`config.mk`:
```
export PLATFORM = sky130hd
export DESIGN_NAME = eth_tx_arbiter_flat
export DESIGN_NICKNAME = d
export VERILOG_FILES = /design/src/rtl/eth_tx_arbiter_if.sv /design/src/rtl/eth_tx_arbiter.sv /design/src/flat_wrapper.sv
export SDC_FILE = /design/constraint.sdc
export NUM_CORES = 1
export LEC_CHECK = 0
export CAP_MARGIN = 20
export CORE_ASPECT_RATIO = 1.1
export CORE_MARGIN = 1
export CORE_UTILIZATION = 42
export DETAILED_ROUTE_END_ITERATION = 8
export PLACE_DENSITY = 0.84
export SLEW_MARGIN = 20
export SYNTH_ARGS = -nofsm -noshare
export SYNTH_HDL_FRONTEND = slang
export SYNTH_SLANG_ARGS = --single-unit
```
`constraint.sdc`:
```
create_clock -name tx_mac_aclk -period 2.61 [get_ports tx_mac_aclk]
set_input_delay 0.522 -clock tx_mac_aclk [delete_from_list [all_inputs] [get_ports tx_mac_aclk]]
set_output_delay 0.522 -clock tx_mac_aclk [all_outputs]
set_load 0.005 [all_outputs]
```
`src/rtl/eth_tx_arbiter_if.sv`:
```
// AXI4-Stream style 32-bit beat channel shared by the arbiter's source and MAC ports.
interface eth_tx_arbiter_if;
    localparam int unsigned DATA_W = 32;

    logic [DATA_W-1:0] tdata;
    logic              tvalid;
    logic              tlast;
    logic              tready;

    // Stream producer: drives payload and valid, observes ready.
    modport master (
        output tdata,
        output tvalid,
        output tlast,
        input  tready
    );

    // Stream consumer: observes payload and valid, drives ready.
    modport slave (
        input  tdata,
        input  tvalid,
        input  tlast,
        output tready
    );
endinterface

```
`src/rtl/eth_tx_arbiter.sv`:
```
// Frame-granular arbiter merging the ARP-reply and UDP/IP streams onto MAC TX.
// The data path is a zero-latency combinational mux; a grant is held until the
// source's tlast. Frames reaching MAX_BEATS get a forced tlast, and the rest of
// the offending source frame is drained and discarded.
module eth_tx_arbiter #(
    parameter int unsigned PRIORITY_MODE = 0,
    parameter int unsigned MAX_BEATS     = 380
) (
    input  logic                    tx_mac_aclk,
    input  logic                    tx_mac_reset,
    eth_tx_arbiter_if.slave         tx_axis_arp,
    eth_tx_arbiter_if.slave         tx_axis_udp,
    eth_tx_arbiter_if.master        tx_axis_mac,
    output logic                    busy,
    output logic                    err_overlong,
    input  logic                    clr_err,
    output logic [15:0]             arp_frame_cnt,
    output logic [15:0]             udp_frame_cnt
);

    localparam int unsigned DATA_W = 32;
    localparam int unsigned BEAT_W = 11;
    localparam int unsigned CNT_W  = 16;
    localparam logic [BEAT_W-1:0] LAST_BEAT_IDX = BEAT_W'(MAX_BEATS - 1);
    localparam bit ARP_FIRST = (PRIORITY_MODE == 1);

    typedef enum logic [1:0] {
        IDLE    = 2'd0,
        GNT_ARP = 2'd1,
        GNT_UDP = 2'd2,
        DRAIN   = 2'd3
    } state_e;

    typedef enum logic {
        SRC_ARP = 1'b0,
        SRC_UDP = 1'b1
    } src_e;

    state_e              state_q, state_d;
    src_e                last_grant_q, last_grant_d;
    logic [BEAT_W-1:0]   beat_cnt_q, beat_cnt_d;
    logic [CNT_W-1:0]    arp_cnt_q, arp_cnt_d;
    logic [CNT_W-1:0]    udp_cnt_q, udp_cnt_d;
    logic                err_q, err_d;
    logic                busy_q, busy_d;

    // Selected source view; last_grant always names the source owning GNT_x/DRAIN.
    logic [DATA_W-1:0]   src_tdata_c;
    logic                src_tvalid_c;
    logic                src_tlast_c;
    logic                at_limit_c;

    logic [DATA_W-1:0]   mac_tdata_c;
    logic                mac_tvalid_c;
    logic                mac_tlast_c;
    logic                arp_tready_c;
    logic                udp_tready_c;

    // Source selection follows the current grant owner.
    always_comb begin
        src_tdata_c  = tx_axis_arp.tdata;
        src_tvalid_c = tx_axis_arp.tvalid;
        src_tlast_c  = tx_axis_arp.tlast;
        if (last_grant_q == SRC_UDP) begin
            src_tdata_c  = tx_axis_udp.tdata;
            src_tvalid_c = tx_axis_udp.tvalid;
            src_tlast_c  = tx_axis_udp.tlast;
        end
        at_limit_c = (beat_cnt_q == LAST_BEAT_IDX);
    end

    // Next-state, counters and combinational stream mux.
    always_comb begin
        state_d      = state_q;
        last_grant_d = last_grant_q;
        beat_cnt_d   = beat_cnt_q;
        arp_cnt_d    = arp_cnt_q;
        udp_cnt_d    = udp_cnt_q;
        err_d        = clr_err ? 1'b0 : err_q;
        mac_tdata_c  = '0;
        mac_tvalid_c = 1'b0;
        mac_tlast_c  = 1'b0;
        arp_tready_c = 1'b0;
        udp_tready_c = 1'b0;

        unique case (state_q)
            IDLE: begin
                // Ties go to ARP in fixed mode, otherwise to the source not served last.
                if (tx_axis_arp.tvalid &&
                    (!tx_axis_udp.tvalid || ARP_FIRST || last_grant_q == SRC_UDP)) begin
                    state_d      = GNT_ARP;
                    last_grant_d = SRC_ARP;
                end else if (tx_axis_udp.tvalid) begin
                    state_d      = GNT_UDP;
                    last_grant_d = SRC_UDP;
                end
            end

            GNT_ARP, GNT_UDP: begin
                mac_tdata_c  = src_tdata_c;
                mac_tvalid_c = src_tvalid_c;
                mac_tlast_c  = src_tlast_c | at_limit_c;
                if (last_grant_q == SRC_UDP) begin
                    udp_tready_c = tx_axis_mac.tready;
                end else begin
                    arp_tready_c = tx_axis_mac.tready;
                end

                if (src_tvalid_c && tx_axis_mac.tready) begin
                    beat_cnt_d = beat_cnt_q + BEAT_W'(1);
                    if (at_limit_c && !src_tlast_c) begin
                        err_d   = 1'b1;
                        state_d = DRAIN;
                    end else if (src_tlast_c) begin
                        if (last_grant_q == SRC_UDP) begin
                            udp_cnt_d = udp_cnt_q + CNT_W'(1);
                        end else begin
                            arp_cnt_d = arp_cnt_q + CNT_W'(1);
                        end
                        state_d = IDLE;
                    end
                end
            end

            DRAIN: begin
                // Swallow the remainder of the truncated frame without touching the MAC.
                if (last_grant_q == SRC_UDP) begin
                    udp_tready_c = 1'b1;
                end else begin
                    arp_tready_c = 1'b1;
                end
                if (src_tvalid_c && src_tlast_c) begin
                    state_d = IDLE;
                end
            end

            default: begin
                state_d = IDLE;
            end
        endcase

        if (state_d == IDLE) begin
            beat_cnt_d = '0;
        end
        busy_d = (state_d != IDLE);
    end

    // State and status registers with synchronous active-high reset.
    always_ff @(posedge tx_mac_aclk) begin
        if (tx_mac_reset) begin
            state_q      <= IDLE;
            last_grant_q <= SRC_UDP;
            beat_cnt_q   <= '0;
            arp_cnt_q    <= '0;
            udp_cnt_q    <= '0;
            err_q        <= 1'b0;
            busy_q       <= 1'b0;
        end else begin
            state_q      <= state_d;
            last_grant_q <= last_grant_d;
            beat_cnt_q   <= beat_cnt_d;
            arp_cnt_q    <= arp_cnt_d;
            udp_cnt_q    <= udp_cnt_d;
            err_q        <= err_d;
            busy_q       <= busy_d;
        end
    end

    assign tx_axis_mac.tdata  = mac_tdata_c;
    assign tx_axis_mac.tvalid = mac_tvalid_c;
    assign tx_axis_mac.tlast  = mac_tlast_c;
    assign tx_axis_arp.tready = arp_tready_c;
    assign tx_axis_udp.tready = udp_tready_c;

    assign busy          = busy_q;
    assign err_overlong  = err_q;
    assign arp_frame_cnt = arp_cnt_q;
    assign udp_frame_cnt = udp_cnt_q;

endmodule

```
`src/flat_wrapper.sv`:
```
// flat-port wrapper written by rule: the top's interface ports become plain ports
module eth_tx_arbiter_flat 
#(
    parameter int unsigned PRIORITY_MODE = 0,
    parameter int unsigned MAX_BEATS     = 380
)
  (tx_mac_aclk, tx_mac_reset, busy, err_overlong, clr_err, arp_frame_cnt, udp_frame_cnt, tx_axis_arp_tdata, tx_axis_arp_tvalid, tx_axis_arp_tlast, tx_axis_arp_tready, tx_axis_udp_tdata, tx_axis_udp_tvalid, tx_axis_udp_tlast, tx_axis_udp_tready, tx_axis_mac_tdata, tx_axis_mac_tvalid, tx_axis_mac_tlast, tx_axis_mac_tready);
  eth_tx_arbiter_if tx_axis_arp_i ();
  eth_tx_arbiter_if tx_axis_udp_i ();
  eth_tx_arbiter_if tx_axis_mac_i ();
  input  logic tx_mac_aclk;
  input  logic tx_mac_reset;
  output logic busy;
  output logic err_overlong;
  input  logic clr_err;
  output logic [15:0] arp_frame_cnt;
  output logic [15:0] udp_frame_cnt;
  input wire logic [$bits(tx_axis_arp_i.tdata)-1:0] tx_axis_arp_tdata;
  input wire logic [$bits(tx_axis_arp_i.tvalid)-1:0] tx_axis_arp_tvalid;
  input wire logic [$bits(tx_axis_arp_i.tlast)-1:0] tx_axis_arp_tlast;
  output wire logic [$bits(tx_axis_arp_i.tready)-1:0] tx_axis_arp_tready;
  input wire logic [$bits(tx_axis_udp_i.tdata)-1:0] tx_axis_udp_tdata;
  input wire logic [$bits(tx_axis_udp_i.tvalid)-1:0] tx_axis_udp_tvalid;
  input wire logic [$bits(tx_axis_udp_i.tlast)-1:0] tx_axis_udp_tlast;
  output wire logic [$bits(tx_axis_udp_i.tready)-1:0] tx_axis_udp_tready;
  output wire logic [$bits(tx_axis_mac_i.tdata)-1:0] tx_axis_mac_tdata;
  output wire logic [$bits(tx_axis_mac_i.tvalid)-1:0] tx_axis_mac_tvalid;
  output wire logic [$bits(tx_axis_mac_i.tlast)-1:0] tx_axis_mac_tlast;
  input wire logic [$bits(tx_axis_mac_i.tready)-1:0] tx_axis_mac_tready;
  assign tx_axis_arp_i.tdata = tx_axis_arp_tdata;
  assign tx_axis_arp_i.tvalid = tx_axis_arp_tvalid;
  assign tx_axis_arp_i.tlast = tx_axis_arp_tlast;
  assign tx_axis_arp_tready = tx_axis_arp_i.tready;
  assign tx_axis_udp_i.tdata = tx_axis_udp_tdata;
  assign tx_axis_udp_i.tvalid = tx_axis_udp_tvalid;
  assign tx_axis_udp_i.tlast = tx_axis_udp_tlast;
  assign tx_axis_udp_tready = tx_axis_udp_i.tready;
  assign tx_axis_mac_tdata = tx_axis_mac_i.tdata;
  assign tx_axis_mac_tvalid = tx_axis_mac_i.tvalid;
  assign tx_axis_mac_tlast = tx_axis_mac_i.tlast;
  assign tx_axis_mac_i.tready = tx_axis_mac_tready;
  eth_tx_arbiter #(.PRIORITY_MODE(PRIORITY_MODE), .MAX_BEATS(MAX_BEATS)) u_core (.tx_mac_aclk(tx_mac_aclk), .tx_mac_reset(tx_mac_reset), .tx_axis_arp(tx_axis_arp_i), .tx_axis_udp(tx_axis_udp_i), .tx_axis_mac(tx_axis_mac_i), .busy(busy), .err_overlong(err_overlong), .clr_err(clr_err), .arp_frame_cnt(arp_frame_cnt), .udp_frame_cnt(udp_frame_cnt));
endmodule
```
==> impl_results.rst, run 1 <==
.. list-table::
   :header-rows: 1

   * - Metric
     - Value
   * - Gp weighted congestion
     - 0.937
   * - Library cell with the largest summed area after synthesis
     - sky130_fd_sc_hd__dfxtp_1
   * - Largest cells by area after synthesis
     - sky130_fd_sc_hd__dfxtp_1 (32%), sky130_fd_sc_hd__mux2i_1 (11%), sky130_fd_sc_hd__nor2b_1 (6.8%), sky130_fd_sc_hd__xnor2_1 (5.2%), sky130_fd_sc_hd__xor2_1 (4.3%)
   * - Status
     - finished with violations
   * - Number of distinct standard cells referenced by the synthesized netlist
     - 52
   * - Via count normalized by instance count
     - 5.27
   * - Iteration count of the initial detailed-routing pass
     - 6
   * - Die Outline Area
     - approximately 7600 um^2
   * - Met1 wire length
     - 3360 um
   * - Synthesized cell area
     - 3030 um^2
   * - Relative slew margins
     - 67.2%
   * - Slew at the pin closest to its max-slew limit
     - 492 ps
   * - Number of endpoints with negative hold slack in the final report
     - 0
   * - Amount of wire on met2 after detailed routing
     - ~4500 um
   * - Number of enable-type register cells in the synthesized netlist
     - 0
   * - Worst skew pair latency
     - 300 ps
   * - Crit Path Class
     - reg -> out
   * - Cell chosen for the clock root
     - sky130_fd_sc_hd__clkbuf_8
   * - Number of hold buffers added after cts
     - 0
   * - Height of the die
     - 91.1 um
   * - Placed wire-length estimate
     - around 6800 um
   * - Top-Level Pins
     - between 100 and 150
   * - Filler instances
     - 546
   * - Amount of wire on met3 after detailed routing
     - 579 um
   * - Smallest hold slack
     - 473 ps
   * - Area growth from synthesis to final layout
     - 56.0%
   * - Synthesized instance count
     - 339
   * - Post-route core utilization
     - 67.5%
   * - Top post-synthesis cells by count
     - sky130_fd_sc_hd__dfxtp_1 (48), sky130_fd_sc_hd__mux2i_1 (34), sky130_fd_sc_hd__nor2b_1 (33)
   * - Share of final-layout standard cells stronger than drive strength 1
     - between 10% and 20%
   * - Highest signal layer in the routed design
     - met4
   * - Number of violations of the max-capacitance limit
     - 0
   * - Cell area after placement
     - 4580 um^2
   * - Violated checks
     - design-rule violations
   * - Initial antenna violation count
     - 0
   * - Post-CTS setup buffer count
     - 0
   * - Maximum number of pins on one net before global-route repair
     - 34
   * - Synth top area share
     - 31.7%
   * - Highest achievable clock rate
     - 0.401 GHz
   * - Maximum number of buffers from clock root to sink
     - 2
   * - Initial Util
     - 43.3%
   * - Number of failing setup endpoints in the final timing report
     - 0
   * - Max-slew violation total from the final report
     - 0
   * - First DRT Iteration DRCs
     - 116
   * - Max FO, Critical Path
     - 33
   * - Pwr per Cell Area
     - roughly 400 nW/um^2
   * - CTS HTree Levels
     - 2
   * - Hold crit path type
     - reg -> reg
   * - IO Port Bufs
     - 141
   * - Net count of the mapped netlist
     - 417
   * - Post-layout min period
     - 2490 ps
   * - Wire length of the first global-routing pass
     - 14000 um
   * - Crit path arrival time
     - 1970 ps
   * - Final Instance Area
     - 4730 um^2
   * - Reported leakage power
     - 0.00185 uW
   * - Overall power
     - 1910 uW
   * - Top-count cell post-synth
     - sky130_fd_sc_hd__dfxtp_1
   * - Critical path required time
     - between 2000 and 2500 ps
   * - Yosys synthesis warning count
     - 0
   * - Fraction of the yosys area taken by sequential cells
     - 31.7%
   * - TritonCTS Buffers
     - 5
   * - Tcrit/Tclk final
     - 95.5%
   * - Number of clock sinks seen by CTS
     - 48
   * - Wirelength, routed
     - 8580 um
   * - Async SR Flop Fraction
     - 0%
   * - Number of placement rows
     - 32
   * - Setup repair after global routing missed its margin
     - no
   * - Final setup TNS
     - 0 ps
   * - Clock Skew
     - roughly 5.2 ps
   * - Die X
     - between 80 and 90 um
   * - Via Count
     - 3026
   * - Number of synthesized register bits
     - 48
   * - Multi-input combinational cell area
     - 1960 um^2
   * - Synth Area per Inst
     - 8.94 um^2
   * - TritonCTS clock tree
     - yes
   * - Storage element area
     - 968 um^2
   * - DRC violations left
     - 1
   * - GR Overflow Total
     - 0
   * - All-Layer GR Usage
     - 22.8%
   * - Clock transition at the registers of the reported paths
     - about 80 ps
   * - Critical path startpoint category
     - flip-flop
   * - Diode count
     - 0
   * - Final-stage net count
     - ~570
   * - Kind of end point of the critical path
     - primary output
   * - Core area
     - around 7000 um^2
   * - Final routed wire length divided by cell count
     - 14.9 um
   * - Dominant register cell in the synthesized netlist
     - sky130_fd_sc_hd__dfxtp_1
   * - Number of global-route vias before repair
     - 2971
   * - Maximum vdd drop
     - 287 uV
   * - Detail Route Antenna Nets
     - 0
==> power breakdown <==
part / switching, uW / leakage, uW / internal (uW) / total, uW
clock network: 250 / 0.0000552 / 285 / 534
logic: 240 / 0.00141 / 372 / 611
registers: 21.0 / 0.000389 / 742 / 763
==> repair_timing <==
item / 4_1_cts / 5_1_grt
pin swaps: 0 / 0
gates resized for setup: 9 / 5
endpoints found under the setup margin: 36 / 30
cloned: 0 / 0
==> worst paths after layout <==
check / start / to / slack, ps / cells past startpoint
worst max-delay path: u_core.state_q[1] / tx_axis_mac_tdata[23] / 120 / 5
worst min-delay path: u_core.err_overlong / u_core.err_overlong / 470 / 2
worst max register to register: u_core.state_q[1] / u_core.beat_cnt_q[1] / 490 / 8
worst min register to register: u_core.err_overlong / u_core.err_overlong / 470 / 2
==> registers in the layout, indices dropped and copies added, names as in the netlist <==
signal	cells
u_core.arp_frame_cnt	16
u_core.beat_cnt_q	11
u_core.busy	1
u_core.err_overlong	1
u_core.last_grant_q	1
u_core.state_q	2
u_core.udp_frame_cnt	16
==> cells by family (layout without fill, tap and decap cells) <==
group / Yosys count / after routing / synth area share [%]
buf+inv: 23 / 173 / 4.21
fa+ha+maj: 6 / 6 / 2.48
simple gates: 153 / 153 / 29.9
xor+xnor: 33 / 33 / 9.53
compound gates: 41 / 41 / 10.2
mux: 35 / 35 / 12.0
flops: 48 / 48 / 31.7
==> critical path, stage by stage, from the launching register on <==
cell	delay (ps)
sky130_fd_sc_hd__dfxtp_2	380
sky130_fd_sc_hd__inv_1	100
sky130_fd_sc_hd__ha_4	330
sky130_fd_sc_hd__buf_12	160
sky130_fd_sc_hd__nor2b_1	150
sky130_fd_sc_hd__clkdlybuf4s50_1	540
==> final cells by class <==
| class | instances | area share (%) |
|---|---|---|
| Sequential cell | 48 | 20.5 |
| Clock inverter | 2 | 0.741 |
| Tap cell | 85 | 2.25 |
| Multi-Input combinational cell | 268 | 41.5 |
| Inverter | 7 | 0.555 |
| Clock buffer | 6 | 1.53 |
| Timing Repair Buffer | 158 | 33.0 |
==> per-layer routing <==
metal	track usage (%)	vias to the layer above
met4	6.32	0
li1	-	1483
met3	5.73	10
met2	42.6	115
met5	0	-
met1	25.3	1418
==> metrics by stage <==
stage,instances,worst slack [ps]
final,574,117
after global routing,574,13.6
after CTS,574,38.2
after detailed placement,566,101
after global placement,566,125
after floorplan,339,670
==> cells in the final DEF (no fill, tap or decap), types with 2 or more instances in the layout <==
master / n
sky130_fd_sc_hd__a211oi_1: 4
sky130_fd_sc_hd__a211oi_2: 8
sky130_fd_sc_hd__a21oi_1: 13
sky130_fd_sc_hd__and2_1: 2
sky130_fd_sc_hd__and3_1: 4
sky130_fd_sc_hd__and3_2: 2
sky130_fd_sc_hd__and4_1: 2
sky130_fd_sc_hd__buf_12: 2
sky130_fd_sc_hd__buf_4: 15
sky130_fd_sc_hd__clkbuf_8: 5
sky130_fd_sc_hd__clkdlybuf4s50_1: 137
sky130_fd_sc_hd__dfxtp_1: 44
sky130_fd_sc_hd__dfxtp_2: 3
sky130_fd_sc_hd__dlygate4sd2_1: 2
sky130_fd_sc_hd__ha_1: 5
sky130_fd_sc_hd__inv_1: 7
sky130_fd_sc_hd__mux2i_1: 34
sky130_fd_sc_hd__nand2_1: 22
sky130_fd_sc_hd__nand3_1: 10
sky130_fd_sc_hd__nand4_1: 11
sky130_fd_sc_hd__nor2_1: 29
sky130_fd_sc_hd__nor2b_1: 32
sky130_fd_sc_hd__nor3_1: 8
sky130_fd_sc_hd__nor3_2: 2
sky130_fd_sc_hd__nor3b_1: 3
sky130_fd_sc_hd__o211ai_1: 2
sky130_fd_sc_hd__o21ai_0: 8
sky130_fd_sc_hd__or3_1: 9
sky130_fd_sc_hd__xnor2_1: 18
sky130_fd_sc_hd__xor2_1: 15
No activity file was read; power rests on OpenSTA's default activity.
==> inputs of run 2 (changes only) <==
--- a/config.mk
+++ b/config.mk
@@ -9,6 +9,7 @@
 export CORE_ASPECT_RATIO = 1.1
 export CORE_MARGIN = 1
 export CORE_UTILIZATION = 42
+export CTS_CLUSTER_DIAMETER = 80
 export DETAILED_ROUTE_END_ITERATION = 8
 export PLACE_DENSITY = 0.84
 export SLEW_MARGIN = 20
==> results of run 2 <==
The final DEF is identical to that of run 1; final timing and power are the same.
==> variant 1: new RTL, settings of run 1 <==
One comparison of `beat_cnt_q` changes from == to >=.
--- a/src/rtl/eth_tx_arbiter.sv
+++ b/src/rtl/eth_tx_arbiter.sv
@@ -68,3 +68,3 @@
         end
-        at_limit_c = (beat_cnt_q == LAST_BEAT_IDX);
+        at_limit_c = (beat_cnt_q >= LAST_BEAT_IDX);
     end
Behaviour: same outputs for any inputs over 10 cycles, from zero or initial values and one cycle with tx_mac_reset high; that may be too few to reach the edited logic, so the function may still have changed.
==> variant 1 against run 1 <==
Critical path depth rose by 1; final area fell by 3.5%; clock skew rose by 4.9 ps; non-clock buffer count fell by 6; worst hold slack improved by 19 ps; area after synthesis fell by 5.7%; core utilization rose by 1.7 points; fmax fell by 2.4%; power rose by 23%; routed wire length fell by 8.6%; via count fell by 0.13%; sequential cell count did not move; setup slack got worse by 61 ps; count of clock-buffer cells in the layout fell by 1; largest power group is now combinational logic.
==> variant 1: results (changes against run 1) <==
outcome=completed; leading cell type by number of instances after synthesis=sky130_fd_sc_hd__nor2_1; final worst hold slack=492.5 ps (+19.28 ps); crit-path max FO=4 (-88%); end point of the critical path=tx_axis_arp_tready; Worst Setup Slack post-DPL=76.52 ps (-24.22 ps); Bufs on Longest Clock Path=2 (unchanged); number of buffers inserted to repair setup after CTS=0 (unchanged); Slew headroom=64.81% (-2.4 points); most area-consuming cells after synthesis=sky130_fd_sc_hd__dfxtp_1, sky130_fd_sc_hd__mux2i_1, sky130_fd_sc_hd__nor2_1, sky130_fd_sc_hd__a21oi_1, sky130_fd_sc_hd__xor2_1; first drt pass iteration count=4 (-2); all-layer global routing usage=21.78% (-1.0 points); setup slack of the critical path after layout=56.28 ps (-61.07 ps); routability-driven placement congestion ratio=0.7976 (-15%); largest net degree at the start of global routing=41 (+21%); sequential area share after synthesis=33.60% (+1.9 points); R2R Path End=u_core.beat_cnt_q[0]$_SDFFE_PP0P_; total via count in the routed design=3,022 (-0.13%); Synth top cells by count=sky130_fd_sc_hd__nor2_1, sky130_fd_sc_hd__dfxtp_1, sky130_fd_sc_hd__mux2i_1, sky130_fd_sc_hd__a21oi_1, sky130_fd_sc_hd__nand2_1; register-to-register path setup slack=580 ps (+90 ps); worst IR drop on VDD=0.4558 mV (+59%); number of DRC markers after the initial detailed-route iteration=118 (+1.7%); instance area at placement=4397 µm² (-4.1%); ANT cells=0 (unchanged); Final Skew=10.07 ps (+4.874 ps); Netlist cell types=46 (-12%); synthesized netlist net count=425 (+1.9%); global-route wire length before repair=12,450 µm (-11%); share of final-layout standard cells stronger than drive strength 1=7.927% (-4.1 points); launch instance of the worst register-to-register path=u_core.state_q[0]$_SDFF_PP0_; Lkg Pwr=1.766 nW (-4.8%); routed wire length=7836 µm (-8.6%); via count of the first global-routing pass=2,878 (-3.1%); Post-Syn Instances=347 (+2.4%); Detail Placement HPWL=5915 µm (-13%); share of synthesized flip-flops with an asynchronous set or reset=0% (unchanged); Post-layout nets=569 (+0.53%); antenna violations before repair=0 (unchanged); arrival time of data at the critical path endpoint=2030 ps (+60 ps); Clk Latency, worst-skew pair=310 ps
==> variant 1: changes by cell type in the layout (fill, tap and decap cells not counted), moves of 4 or more <==
cell	delta
sky130_fd_sc_hd__a211oi_2	-8
sky130_fd_sc_hd__a21oi_1	+17
sky130_fd_sc_hd__buf_4	-6
sky130_fd_sc_hd__clkdlybuf4s50_1	+4
sky130_fd_sc_hd__nand2_1	-4
sky130_fd_sc_hd__nor2_1	+30
sky130_fd_sc_hd__nor2b_1	-30
sky130_fd_sc_hd__nor4_1	+4
sky130_fd_sc_hd__o21ai_0	+4
==> variant 1: timing repair <==
item | CTS | global route
pin swaps | 0 | 1
endpoints found under the setup margin | 34 | 12
gates resized for setup | 3 | 5
gates cloned | 0 | 0
hold endpoints to repair | 0 | 0
==> variant 1: cells by family after synthesis <==
family	after synthesis	share of synthesized area (%)
compound gates	53	11.11
buf+inv	25	4.330
fa+ha+maj	6	2.625
flops	48	33.60
simple gates	150	26.95
xor+xnor	31	9.493
mux	34	11.90
==> variant 1: power breakdown <==
part | leakage (nW) | switching, W | internal, W
Sequential | 0.388 | 0.0000185 | 0.000750
Clock | 0.0687 | 0.000263 | 0.000386
Combinational | 1.31 | 0.000393 | 0.000538
Total | 1.77 | 0.000674 | 0.00167
==> variant 1: layout make-up <==
cell class                      instances  area [µm²]
Clock buffer                            5       68.82
Clock inverter                          3       68.82
Fill cell                             499        2029
Inverter                               10       38.79
Multi-Input combinational cell        274        1800
Sequential cell                        48       965.9
Tap cell                               82       102.6
Timing Repair Buffer                  152        1519
==> variant 1: metal layers <==
layer | global-route usage [%] | wire [µm] | up-vias
met1 | 22.78 | 3083 | 1401
met2 | 42.14 | 4211 | 100
met3 | 4.742 | 419 | 14
met5 | 0 | 0 | -
met4 | 8.117 | 121 | 0
li1 | - | - | 1507
==> variant 2: new RTL, settings of run 1 <==
Without the edit above. `PRIORITY_MODE` is set to 0 in 2 places; all go to 1.
--- a/src/rtl/eth_tx_arbiter.sv
+++ b/src/rtl/eth_tx_arbiter.sv
@@ -5,3 +5,3 @@
 module eth_tx_arbiter #(
-    parameter int unsigned PRIORITY_MODE = 0,
+    parameter int unsigned PRIORITY_MODE = 1,
     parameter int unsigned MAX_BEATS     = 380
--- a/src/flat_wrapper.sv
+++ b/src/flat_wrapper.sv
@@ -3,3 +3,3 @@
 #(
-    parameter int unsigned PRIORITY_MODE = 0,
+    parameter int unsigned PRIORITY_MODE = 1,
     parameter int unsigned MAX_BEATS     = 380
Function: changed (a bounded check fails within 4 cycles, from zero or initial values and one cycle with tx_mac_reset high).
==> variant 2 against run 1 <==
Final area rose by 1.4%; combinational power fell by 12%; routed wire length rose by 3.5%; area after synthesis fell by 0.33%; global-route usage rose by 0.95 points; sequential cell count did not move; setup slack got worse by 4.3 ps; power fell by 3.6%; critical path type unchanged; critical endpoint is now tx_axis_mac_tdata[11]; largest power group unchanged; highest routed layer unchanged.
==> variant 2: results (changes against run 1) <==
filler instances=569 (+4.2%); Clk Latency, worst-skew pair=310 ps; share of final-layout standard cells stronger than drive strength 1=10.18% (-1.9 points); number of DRC markers after the initial detailed-route iteration=203 (+75%); met2 global-route usage=43.03% (+0.41 points); number of port buffers=141 (unchanged); Lkg Pwr=1.772 nW (-4.5%); worst hold path class=register to register; share of synthesized flip-flops with an asynchronous set or reset=0% (unchanged); end point of the worst hold path=u_core.err_overlong$_SDFF_PP0_; sequential area share after synthesis=31.80% (+0.10 points); crit-path max FO=20 (-39%); cts bufs inserted=5 (unchanged); Post-layout nets=588 (+3.9%); Netlist cell types=42 (-19%); Hold Path Depth=2 (unchanged); outcome=completed; hold path startpoint=u_core.err_overlong$_SDFF_PP0_; Synth top cells by count=sky130_fd_sc_hd__dfxtp_1, sky130_fd_sc_hd__nor2b_1, sky130_fd_sc_hd__mux2i_1, sky130_fd_sc_hd__nand2_1, sky130_fd_sc_hd__xnor2_1; R2R Path End=u_core.udp_frame_cnt[13]$_SDFFE_PP0P_; launch instance of the worst register-to-register path=u_core.state_q[1]$_SDFF_PP0_; routed wire length=8871 µm (+3.5%); root buffer selected by CTS=sky130_fd_sc_hd__clkbuf_8; met3 Resource Use GR=4.364% (-1.4 points); Slew headroom=69.49% (+2.3 points); first drt pass iteration count=5 (-1); clock-pin transition on the worst setup and hold timing paths=90 ps; H-tree Lvls=2 (unchanged); GR Overflow Total=0 (unchanged); routability-driven placement congestion ratio=0.9200 (-1.8%); worst IR drop on VDD=0.3065 mV (+6.7%); Final Skew=11.99 ps (+6.789 ps); met1 Use GR=28.50% (+3.2 points); via count of the first global-routing pass=3,066 (+3.2%); Post-synth top flop=sky130_fd_sc_hd__dfxtp_1; total via count in the routed design=3,244 (+7.2%); global-route wire length before repair=14,740 µm (+5.4%); Bufs on Longest Clock Path=2 (unchanged); antenna violations before repair=0 (unchanged); synthesized netlist net count=437 (+4.8%); arrival time of data at the critical path endpoint=1970 ps (about the same); register-to-register path setup slack=300 ps (-190 ps); Detail Placement HPWL=6976 µm (+2.1%); all-layer global routing usage=23.75% (+0.95 points); Yosys warning count=0 (unchanged); most area-consuming cells after synthesis=sky130_fd_sc_hd__dfxtp_1, sky130_fd_sc_hd__mux2i_1, sky130_fd_sc_hd__nor2b_1, sky130_fd_sc_hd__xnor2_1, sky130_fd_sc_hd__a21oi_1; largest net degree at the start of global routing=28 (-18%); ANT cells=0 (unchanged); cells on worst reg2reg path=7 (-1)
==> variant 2: kinds of logic after synthesis <==
logic type	after synthesis	share of synthesized area (%)
buffers and inverters	27	3.644
flip-flops	48	31.80
multiplexers	37	12.38
AND/OR/NAND/NOR	158	30.64
AO/OA/AOI/OAI	59	12.09
XOR/XNOR	24	6.956
adder cells (fa/ha/maj)	6	2.484
==> variant 2: layout make-up <==
type | count | area share [%]
flip-flops and latches | 48 | 20.30
inverters | 5 | 0.3913
clock buffers | 5 | 1.435
clock inverters | 3 | 0.9653
multi-input cells | 284 | 41.01
repair buffers | 166 | 33.68
well taps | 85 | 2.218
==> variant 2: layer usage <==
layer  wire length (µm)  vias to the layer above
li1                   -                     1613
met1               3692                     1505
met2               4609                      112
met3                445                       14
met4                124                        0
met5                  0                        -
==> variant 2: repair_timing <==
| action | 4_1_cts | 5_1_grt |
|---|---|---|
| setup buffers | 1 | 2 |
| gates cloned | 0 | 0 |
| pin swaps | 2 | 1 |
| endpoints found under the setup margin | 35 | 11 |
| resized for setup | 9 | 4 |
==> variant 2: worst max path at each step <==
stage	depth (start not counted)	from	endpoint	slack, ps
2_1_floorplan	7	u_core.state_q[1]$_SDFF_PP0_	u_core.udp_frame_cnt[13]$_SDFFE_PP0P_	550
3_3_place_gp	5	tx_axis_mac_tready	tx_axis_udp_tready	110
3_5_place_dp	5	tx_axis_mac_tready	tx_axis_udp_tready	70
4_1_cts	6	u_core.state_q[1]$_SDFF_PP0_	tx_axis_udp_tready	10
5_1_grt	5	u_core.state_q[1]$_SDFF_PP0_	tx_axis_mac_tdata[9]	20
6_report	5	u_core.state_q[1]$_SDFF_PP0_	tx_axis_mac_tdata[11]	110
==> variant 2: critical path, stage by stage (launching register included) <==
cell                              delay (ps)
sky130_fd_sc_hd__dfxtp_4                 380
sky130_fd_sc_hd__inv_1                    90
sky130_fd_sc_hd__ha_4                    310
sky130_fd_sc_hd__buf_4                   200
sky130_fd_sc_hd__nor2b_1                 160
sky130_fd_sc_hd__clkdlybuf4s50_1         530
==> variant 2: power by group <==
group	total [W]	internal [W]	switching, W
sequential	0.000751	0.000740	0.0000110
clock	0.000554	0.000289	0.000265
combinational	0.000535	0.000329	0.000206
==> variant 2: per-stage QoR <==
stage | setup slack [ps] | instances | util, % | hold slack [ps] | area [µm²]
6_report | 113.1 | 596 | 68.84 | 479.3 | 4796
5_1_grt | 17.19 | 596 | 68.84 | 513.6 | 4796
4_1_cts | 12.81 | 594 | 68.48 | 485.5 | 4771
3_5_place_dp | 68.91 | 585 | 66.42 | 473.1 | 4627
3_3_place_gp | 113.7 | 585 | 66.42 | 466.7 | 4627
2_1_floorplan | 552.2 | 359 | - | 465.8 | 3022
